==> src/rtl/moore_seq_gen_pkg.sv <==
// rtl/moore_seq_gen_pkg.sv - shared state encoding and defaults for the serial sequence generator
package seq_pkg;

  typedef enum logic [1:0] {
    IDLE = 2'd0,
    SEND = 2'd1,
    GAP  = 2'd2,
    DONE = 2'd3
  } seq_state_t;

  localparam logic [3:0] SEQ_DEFAULT_PATTERN = 4'b1011;
  localparam int         SEQ_DEFAULT_LEN     = 4;
  localparam int         SEQ_COUNT_W         = 4;

endpackage

==> src/rtl/moore_seq_gen_if.sv <==
// rtl/moore_seq_gen_if.sv - request/stream bundle between a requester and the sequence generator
interface moore_seq_gen_if;
  import seq_pkg::*;

  logic                   start;
  logic [SEQ_COUNT_W-1:0] count;
  logic                   out;
  logic                   valid;
  logic                   busy;
  logic                   done;

  modport master (
    output start,
    output count,
    input  out,
    input  valid,
    input  busy,
    input  done
  );

  modport slave (
    input  start,
    input  count,
    output out,
    output valid,
    output busy,
    output done
  );

endinterface

==> src/rtl/moore_seq_gen_shift_reg.sv <==
// rtl/moore_seq_gen_shift_reg.sv - loadable left-shift register with bit-index down-counter
module seq_shift_reg
  import seq_pkg::*;
#(
  parameter int             LEN     = SEQ_DEFAULT_LEN,
  parameter logic [LEN-1:0] PATTERN = LEN'(SEQ_DEFAULT_PATTERN)
) (
  input  logic clk,
  input  logic rst,
  input  logic load,
  input  logic shift,
  output logic msb,
  output logic last
);

  localparam int IW = (LEN > 1) ? $clog2(LEN) : 1;

  logic [LEN-1:0] sr;
  logic [IW-1:0]  idx;

  always_ff @(posedge clk) begin
    if (!rst) begin
      sr  <= '0;
      idx <= '0;
    end else if (load) begin
      sr  <= PATTERN;
      idx <= IW'(LEN - 1);
    end else if (shift) begin
      sr  <= {sr[LEN-2:0], 1'b0};
      idx <= idx - IW'(1);
    end
  end

  assign msb  = sr[LEN-1];
  assign last = (idx == '0);

endmodule

==> src/rtl/moore_seq_gen.sv <==
// rtl/moore_seq_gen.sv - Moore FSM emitting PATTERN count times, MSB first
// SEQ_GEN_GAP_EN: insert one IDLE_BIT guard cycle between repetitions.
module moore_seq_gen
  import seq_pkg::*;
#(
  parameter int             LEN      = SEQ_DEFAULT_LEN,
  parameter logic [LEN-1:0] PATTERN  = LEN'(SEQ_DEFAULT_PATTERN),
  parameter logic           IDLE_BIT = 1'b0
) (
  input  logic            clk,
  input  logic            rst,
  moore_seq_gen_if.slave  bus
);

  seq_state_t             state;
  seq_state_t             state_next;
  logic [SEQ_COUNT_W-1:0] rep;
  logic                   rep_load;
  logic                   rep_dec;
  logic                   sr_load;
  logic                   sr_shift;
  logic                   sr_msb;
  logic                   sr_last;

  seq_shift_reg #(
    .LEN     (LEN),
    .PATTERN (PATTERN)
  ) u_shift (
    .clk   (clk),
    .rst   (rst),
    .load  (sr_load),
    .shift (sr_shift),
    .msb   (sr_msb),
    .last  (sr_last)
  );

  always_ff @(posedge clk) begin
    if (!rst) begin
      state <= IDLE;
      rep   <= '0;
    end else begin
      state <= state_next;
      if (rep_load) begin
        rep <= bus.count;
      end else if (rep_dec) begin
        rep <= rep - SEQ_COUNT_W'(1);
      end
    end
  end

  always_comb begin
    state_next = state;
    rep_load   = 1'b0;
    rep_dec    = 1'b0;
    sr_load    = 1'b0;
    sr_shift   = 1'b0;
    case (state)
      IDLE: begin
        if (bus.start) begin
          if (bus.count != '0) begin
            rep_load   = 1'b1;
            sr_load    = 1'b1;
            state_next = SEND;
          end else begin
            state_next = DONE;
          end
        end
      end
      SEND: begin
        if (sr_last) begin
          rep_dec = 1'b1;
          // rep still holds the pre-decrement value here, so 1 means final repetition
          if (rep == SEQ_COUNT_W'(1)) begin
            state_next = DONE;
          end else begin
            sr_load = 1'b1;
`ifdef SEQ_GEN_GAP_EN
            state_next = GAP;
`else
            state_next = SEND;
`endif
          end
        end else begin
          sr_shift = 1'b1;
        end
      end
`ifdef SEQ_GEN_GAP_EN
      GAP: begin
        state_next = SEND;
      end
`endif
      DONE: begin
        state_next = IDLE;
      end
      default: begin
        state_next = IDLE;
      end
    endcase
  end

  assign bus.out   = (state == SEND) ? sr_msb : IDLE_BIT;
  assign bus.valid = (state == SEND);
  assign bus.busy  = (state != IDLE);
  assign bus.done  = (state == DONE);

endmodule

==> src/flat_wrapper.sv <==
// flat-port wrapper written by rule: the top's interface ports become plain ports
module moore_seq_gen_flat import seq_pkg::*;
#(
  parameter int             LEN      = SEQ_DEFAULT_LEN,
  parameter logic [LEN-1:0] PATTERN  = LEN'(SEQ_DEFAULT_PATTERN),
  parameter logic           IDLE_BIT = 1'b0
)
  (clk, rst, bus_start, bus_count, bus_out, bus_valid, bus_busy, bus_done);
  moore_seq_gen_if bus_i ();
  input  logic clk;
  input  logic rst;
  input wire logic [$bits(bus_i.start)-1:0] bus_start;
  input wire logic [$bits(bus_i.count)-1:0] bus_count;
  output wire logic [$bits(bus_i.out)-1:0] bus_out;
  output wire logic [$bits(bus_i.valid)-1:0] bus_valid;
  output wire logic [$bits(bus_i.busy)-1:0] bus_busy;
  output wire logic [$bits(bus_i.done)-1:0] bus_done;
  assign bus_i.start = bus_start;
  assign bus_i.count = bus_count;
  assign bus_out = bus_i.out;
  assign bus_valid = bus_i.valid;
  assign bus_busy = bus_i.busy;
  assign bus_done = bus_i.done;
  moore_seq_gen #(.LEN(LEN), .PATTERN(PATTERN), .IDLE_BIT(IDLE_BIT)) u_core (.clk(clk), .rst(rst), .bus(bus_i));
endmodule
==> config.mk <==
export PLATFORM = sky130hd
export DESIGN_NAME = moore_seq_gen_flat
export DESIGN_NICKNAME = d
export VERILOG_FILES = /design/src/rtl/moore_seq_gen_pkg.sv /design/src/rtl/moore_seq_gen_if.sv /design/src/rtl/moore_seq_gen_shift_reg.sv /design/src/rtl/moore_seq_gen.sv /design/src/flat_wrapper.sv
export SDC_FILE = /design/constraint.sdc
export NUM_CORES = 1
export LEC_CHECK = 0
export ABC_AREA = 1
export CAP_MARGIN = 5
export CORE_MARGIN = 2
export CORE_UTILIZATION = 41
export CTS_BUF_LIST = sky130_fd_sc_hd__clkbuf_16
export DETAILED_ROUTE_END_ITERATION = 8
export PLACE_DENSITY = 0.68
export SYNTH_ARGS = -nofsm -noshare
export SYNTH_HDL_FRONTEND = slang
export SYNTH_SLANG_ARGS = --single-unit
==> constraint.sdc <==
create_clock -name clk -period 1.4 [get_ports clk]
set_input_delay 0.28 -clock clk [delete_from_list [all_inputs] [get_ports clk]]
set_output_delay 0.28 -clock clk [all_outputs]
set_load 0.03 [all_outputs]
==> results of run 1 <==
==> cell families (layout without fill, tap and decap cells) <==
kind of cell    Yosys count  in the layout  synth area share [%]
simple gates             49             49                  32.5
buf+inv                  22             38                  12.3
compound gates           17             17                  13.6
flops                    12             12                  35.9
fa+ha+maj                 3              3                  5.61
==> timing repair <==
action                     4_1_cts  5_1_grt
setup endpoints to repair        0        4
hold endpoints to repair         0        0
resized for setup                0        2
==> critical path: stages, from the launching register on <==
cell and delay, ps:
dfxtp_1 430, inv_2 100, nor2_4 120, buf_4 170
==> registers in the layout, indices dropped and copies added, names as in the netlist <==
name	count
u_core.rep	4
u_core.u_shift.sr	4
u_core.state	2
u_core.u_shift.idx	2
==> final cells by class <==
cell class              count  area (µm²)  area share, %
multi-input cells          69         357           40.4
clock inverters             1        3.75          0.425
well taps                  16        20.0           2.27
repair buffers             12         105           11.9
inverters                  22        82.6           9.35
clock buffers               3        75.1           8.50
flip-flops and latches     12         240           27.2
==> final timing paths <==
| check | startpoint | end | slack (ps) |
|---|---|---|---|
| max | u_core.state[0]$_SDFFE_PN0P_ | bus_valid | 60 |
| min | u_core.u_shift.sr[0]$_SDFFE_PN0P_ | u_core.u_shift.sr[0]$_SDFFE_PN0P_ | 470 |
| max reg2reg | u_core.u_shift.idx[0]$_SDFFE_PN0P_ | u_core.rep[3]$_SDFFE_PN0P_ | 130 |
| min reg2reg | u_core.u_shift.sr[0]$_SDFFE_PN0P_ | u_core.u_shift.sr[0]$_SDFFE_PN0P_ | 470 |
==> Yosys cell counts <==
master	n
a21oi_1	7
nand3_1	6
o21ai_1	3
inv_2	3
nor2_4	1
nor2_1	18
o21ai_0	5
nand3_2	1
o211ai_1	1
inv_1	19
o21ai_2	1
dfxtp_1	12
ha_1	3
nor2_2	2
nand2_2	3
nand2_1	18
==> stage by stage <==
step | std cells | power, mW
2_1_floorplan | 103 | 0.618
3_3_place_gp | 131 | 0.691
3_5_place_dp | 131 | 0.696
4_1_cts | 135 | 1.22
5_1_grt | 135 | 1.28
6_report | 135 | 1.22
==> report_power, final <==
| part | switching (mW) | internal (mW) | total (mW) |
|---|---|---|---|
| logic | 0.166 | 0.110 | 0.277 |
| clock network | 0.145 | 0.376 | 0.521 |
| registers | 0.0279 | 0.392 | 0.420 |
| total | 0.339 | 0.878 | 1.22 |
==> metal layers <==
metal / wire, µm / track usage (%) / vias to the layer above
met3: 36 / 3.67 / 2
met4: 8 / 7.27 / 0
met1: 638 / 18.3 / 283
met5: 0 / 0 / -
li1: - / - / 349
met2: 615 / 26.2 / 6
==> results.sh, run 1 <==
export IMPL_cp_arrival_ps=1060
export IMPL_fin_area_um2=883
export IMPL_slew_violations=0
export IMPL_worst_slew_pin_slew_ps=225
export IMPL_root_buffer="clkbuf_16"
export IMPL_worstSetupEndpointType="primary output"
export IMPL_synth_top_area_share_pct=35.9
export IMPL_drt_pass1_iterations=4
export IMPL_fin_setup_tns_ps=0
export IMPL_ant_nets=0
export IMPL_max_vdd_ir_drop_v=0.000735
export IMPL_antennaDiodeCount=0
export IMPL_start_util_pct=43.9
export IMPL_die_w_um=44.4
export IMPL_final_common_cell="inv_1"
export IMPL_totalWireLength_mm=1.30
export IMPL_io_buffers=10
export IMPL_crit_type="reg -> out"
export IMPL_postCtsSetupBuffers=0
export IMPL_synth_seq_cells=12
export IMPL_die_area_um2=1970
export IMPL_synth_seq_area_share_pct=35.9
export IMPL_synthToLayoutAreaGrowth_pct=32.0
export IMPL_drive_above_1_share_pct=17.6
export IMPL_finalClockSkew_ps=3.36
export IMPL_grt_pass1_wl_mm=2.23
export IMPL_cts_tree="yes"
export IMPL_antenna_found_initial=0
export IMPL_die_height_um=44.4
export IMPL_place_ws_ps=-34.9
export IMPL_hold_depth=2
export IMPL_synth_top_cell_by_area="dfxtp_1"
export IMPL_synth_area_per_cell_um2=6.50
export IMPL_required_ps=1120
export IMPL_hp_class="reg -> reg"
export IMPL_placed_area_um2=795
export IMPL_synth_warnings=0
export IMPL_slew_limit_headroom_pct=85.0
export IMPL_clockBufferDepth=2
export IMPL_synthesis_area_um2=669
export IMPL_insertion_delay_ps=240
export IMPL_groute_usage_overall_pct=15.4
export IMPL_grt_pass1_vias=567
export IMPL_hold_violations=0
export IMPL_rsz0062_at_grt="no"
export IMPL_final_cell_mix="inv_1, nor2_1, nand2_1"
export IMPL_ys_top_cells_by_area="dfxtp_1, inv_1, nand2_1"
export IMPL_drt_iter0_markers=8
export IMPL_timing_hold_ws_ps=466
export IMPL_drc=0
export IMPL_h_tree_depth=1
export IMPL_max_freq_mhz=748
export IMPL_maxCapViolCount=0
export IMPL_placementRows=14
export IMPL_cts_clk_slew_worst_paths_ps=40
export IMPL_routabilityCongestion=0.793
export IMPL_grt_ovfl_total=0
export IMPL_num_vias=640
export IMPL_start_kind="flip-flop"
export IMPL_cts_made_buffers=3
export IMPL_power_density_nw_per_um2=1380
export IMPL_cts_hold_buf=0
export IMPL_utilization_pct=58.0
export IMPL_setup_ws_ps=62.7
export IMPL_wire_per_inst_um=9.62
export IMPL_yosysUniqueCellTypes=16
export IMPL_syn_inst=103
export IMPL_routed_via_density=4.74
export IMPL_fin_crit_sh_pct=95.5
export IMPL_io_pins=11
export IMPL_coreArea_um2=1520
export IMPL_dp_hpwl_mm=1.03
export IMPL_cts_sinks=12
export IMPL_status="finished, final reports clean"
export IMPL_synth_net_count=113
export IMPL_timing_final_crit_period_ps=1340
export IMPL_setup_viol=0
export IMPL_crit_fanout=4
export IMPL_nFillCells=151
export IMPL_leakage_nw=0.446
export IMPL_nets=130
export IMPL_r2r_cells=7
export IMPL_grt_max_degree=10
Power figures use the tool's default switching activity.
==> run 2: changes to the inputs <==
--- a/config.mk
+++ b/config.mk
@@ -7,11 +7,11 @@
 export LEC_CHECK = 0
 export ABC_AREA = 1
 export CAP_MARGIN = 5
-export CORE_MARGIN = 2
-export CORE_UTILIZATION = 41
+export CORE_UTILIZATION = 50
 export CTS_BUF_LIST = sky130_fd_sc_hd__clkbuf_16
+export CTS_CLUSTER_SIZE = 20
 export DETAILED_ROUTE_END_ITERATION = 8
-export PLACE_DENSITY = 0.68
+export PLACE_DENSITY = 0.8
 export SYNTH_ARGS = -nofsm -noshare
 export SYNTH_HDL_FRONTEND = slang
 export SYNTH_SLANG_ARGS = --single-unit
==> run 2 against run 1 <==
Final cell count fell by 2.2%. Clock power decreased by 3%. Register-to-register slack lost 30 ps. First-iteration DRC count rose by 50%. Sequential power about the same. Clock-buffer cell count did not move. Global-route usage grew 6.9 points. Worst setup slack worse by 9.3 ps. Power is 0.58% lower. Critical path type unchanged.
==> results.sh, run 2 (same netlist as run 1, synthesis figures left out) <==
export IMPL_leakage_nw=0.441
export IMPL_die_area_um2=1490
export IMPL_place_inst=128
export IMPL_status="finished, final reports clean"
export IMPL_rsz0062_at_grt="yes"
export IMPL_fin_crit_sh_pct=96.2
export IMPL_start_util_pct=57.2
export IMPL_h_tree_depth=1
export IMPL_placementRows=12
export IMPL_hold_violations=0
export IMPL_timing_final_crit_period_ps=1350
export IMPL_drive_above_1_share_pct=16.9
export IMPL_internal_power_uw=876
export IMPL_power_density_nw_per_um2=1390
export IMPL_grt_max_degree=10
export IMPL_nets=129
export IMPL_worst_slew_pin_slew_ps=264
export IMPL_io_pins=11
export IMPL_slew_limit_headroom_pct=82.3
export IMPL_dp_hpwl_mm=1.08
export IMPL_worstSetupEndpointType="primary output"
export IMPL_totalWireLength_mm=1.40
export IMPL_placed_area_um2=785
export IMPL_postCtsSetupBuffers=0
export IMPL_combPwrFrac_pct=23.1
export IMPL_ant_nets=0
export IMPL_groute_usage_overall_pct=22.3
export IMPL_required_ps=1120
export IMPL_clockBufferDepth=2
export IMPL_fin_cells=132
export IMPL_insertion_delay_ps=240
export IMPL_num_vias=631
export IMPL_coreArea_um2=1170
export IMPL_swShare_pct=27.6
export IMPL_grt_ovfl_total=0
export IMPL_die_height_um=38.6
export IMPL_final_cell_mix="inv_1, nand2_1, nor2_1"
export IMPL_die_w_um=38.6
export IMPL_drc=0
export IMPL_cts_made_buffers=3
export IMPL_crit_type="reg -> out"
export IMPL_fin_area_um2=872
export IMPL_cts_tree="yes"
export IMPL_drt_iter0_markers=12
export IMPL_antennaDiodeCount=0
export IMPL_drt_pass1_iterations=4
export IMPL_root_buffer="clkbuf_16"
export IMPL_io_buffers=10
export IMPL_grt_pass1_vias=551
export IMPL_finalClockSkew_ps=2.88
export IMPL_max_vdd_ir_drop_v=0.00116
export IMPL_cts_clk_slew_worst_paths_ps=40
export IMPL_cp_arrival_ps=1070
export IMPL_top_regs="u_core.rep (4), u_core.u_shift.sr (4)"
export IMPL_routed_via_density=4.78
export IMPL_hp_class="reg -> reg"
export IMPL_wire_per_inst_um=10.6
export IMPL_pwr_share_seq_pct=34.9
export IMPL_slew_violations=0
export IMPL_antenna_found_initial=0
export IMPL_start_kind="flip-flop"
export IMPL_clockPowerShare_pct=41.9
export IMPL_max_freq_mhz=743
export IMPL_timing_hold_ws_ps=483
export IMPL_routabilityCongestion=0.722
export IMPL_switchingPower_uw=334
export IMPL_maxCapViolCount=0
export IMPL_cts_sinks=12
export IMPL_final_common_cell="inv_1"
export IMPL_setup_viol=0
export IMPL_crit_fanout=4
export IMPL_synthToLayoutAreaGrowth_pct=30.3
export IMPL_grt_pass1_wl_mm=2.20
run 2: final timing paths:
kind	start	end	slack [ps]	depth (start not counted)
setup / recovery	u_core.state[0]$_SDFFE_PN0P_	bus_out	50	3
hold / removal	u_core.u_shift.sr[0]$_SDFFE_PN0P_	u_core.u_shift.sr[0]$_SDFFE_PN0P_	480	2
setup reg to reg	u_core.u_shift.idx[0]$_SDFFE_PN0P_	u_core.rep[3]$_SDFFE_PN0P_	100	7
hold reg to reg	u_core.u_shift.sr[0]$_SDFFE_PN0P_	u_core.u_shift.sr[0]$_SDFFE_PN0P_	480	2
run 2: per-layer routing:
metal / wire length [µm] / global-route usage [%]
met4: 0 / 2.59
met3: 41 / 8.67
met2: 725 / 41.7
met5: 0 / 0
met1: 636 / 24.0
run 2: what timing repair did:
item | 4_1_cts | 5_1_grt
resized for setup | 0 | 2
hold buffers | 0 | 0
endpoints found under the setup margin | 0 | 2
run 2: critical path, stage by stage, from the launching register on:
cell     delay (ps)
dfxtp_1         420
nand2_1         140
nor2_1          110
buf_4           170
run 2: layout make-up:
cell class	count	area, µm²
inverters	22	82.6
well taps	14	17.5
flip-flops and latches	12	241
multi-input cells	69	354
clock inverters	1	3.75
repair buffers	11	97.6
clock buffers	3	75.1
fillers	103	299
run 2: through the flow:
stage / util, % / power (mW) / setup WS, ps / TNS, ps
finish: 74.5 / 1.21 / 53.4 / 0
global route: 74.5 / 1.28 / -10.1 / -10.1
CTS: 73.7 / 1.21 / 61.0 / 0
detailed placement: 67.0 / 0.699 / -13.8 / -27.8
global placement: 67.0 / 0.686 / 1.56 / 0
floorplan: - / 0.618 / 200 / 0
run 2: power by group through the flow:
stage	registers [mW]	clock network, mW	logic, mW
finish	0.423	0.507	0.280
global placement	0.424	0	0.262
floorplan	0.419	0	0.200
global route	0.430	0.532	0.317
detailed placement	0.427	0	0.272
CTS	0.422	0.517	0.275
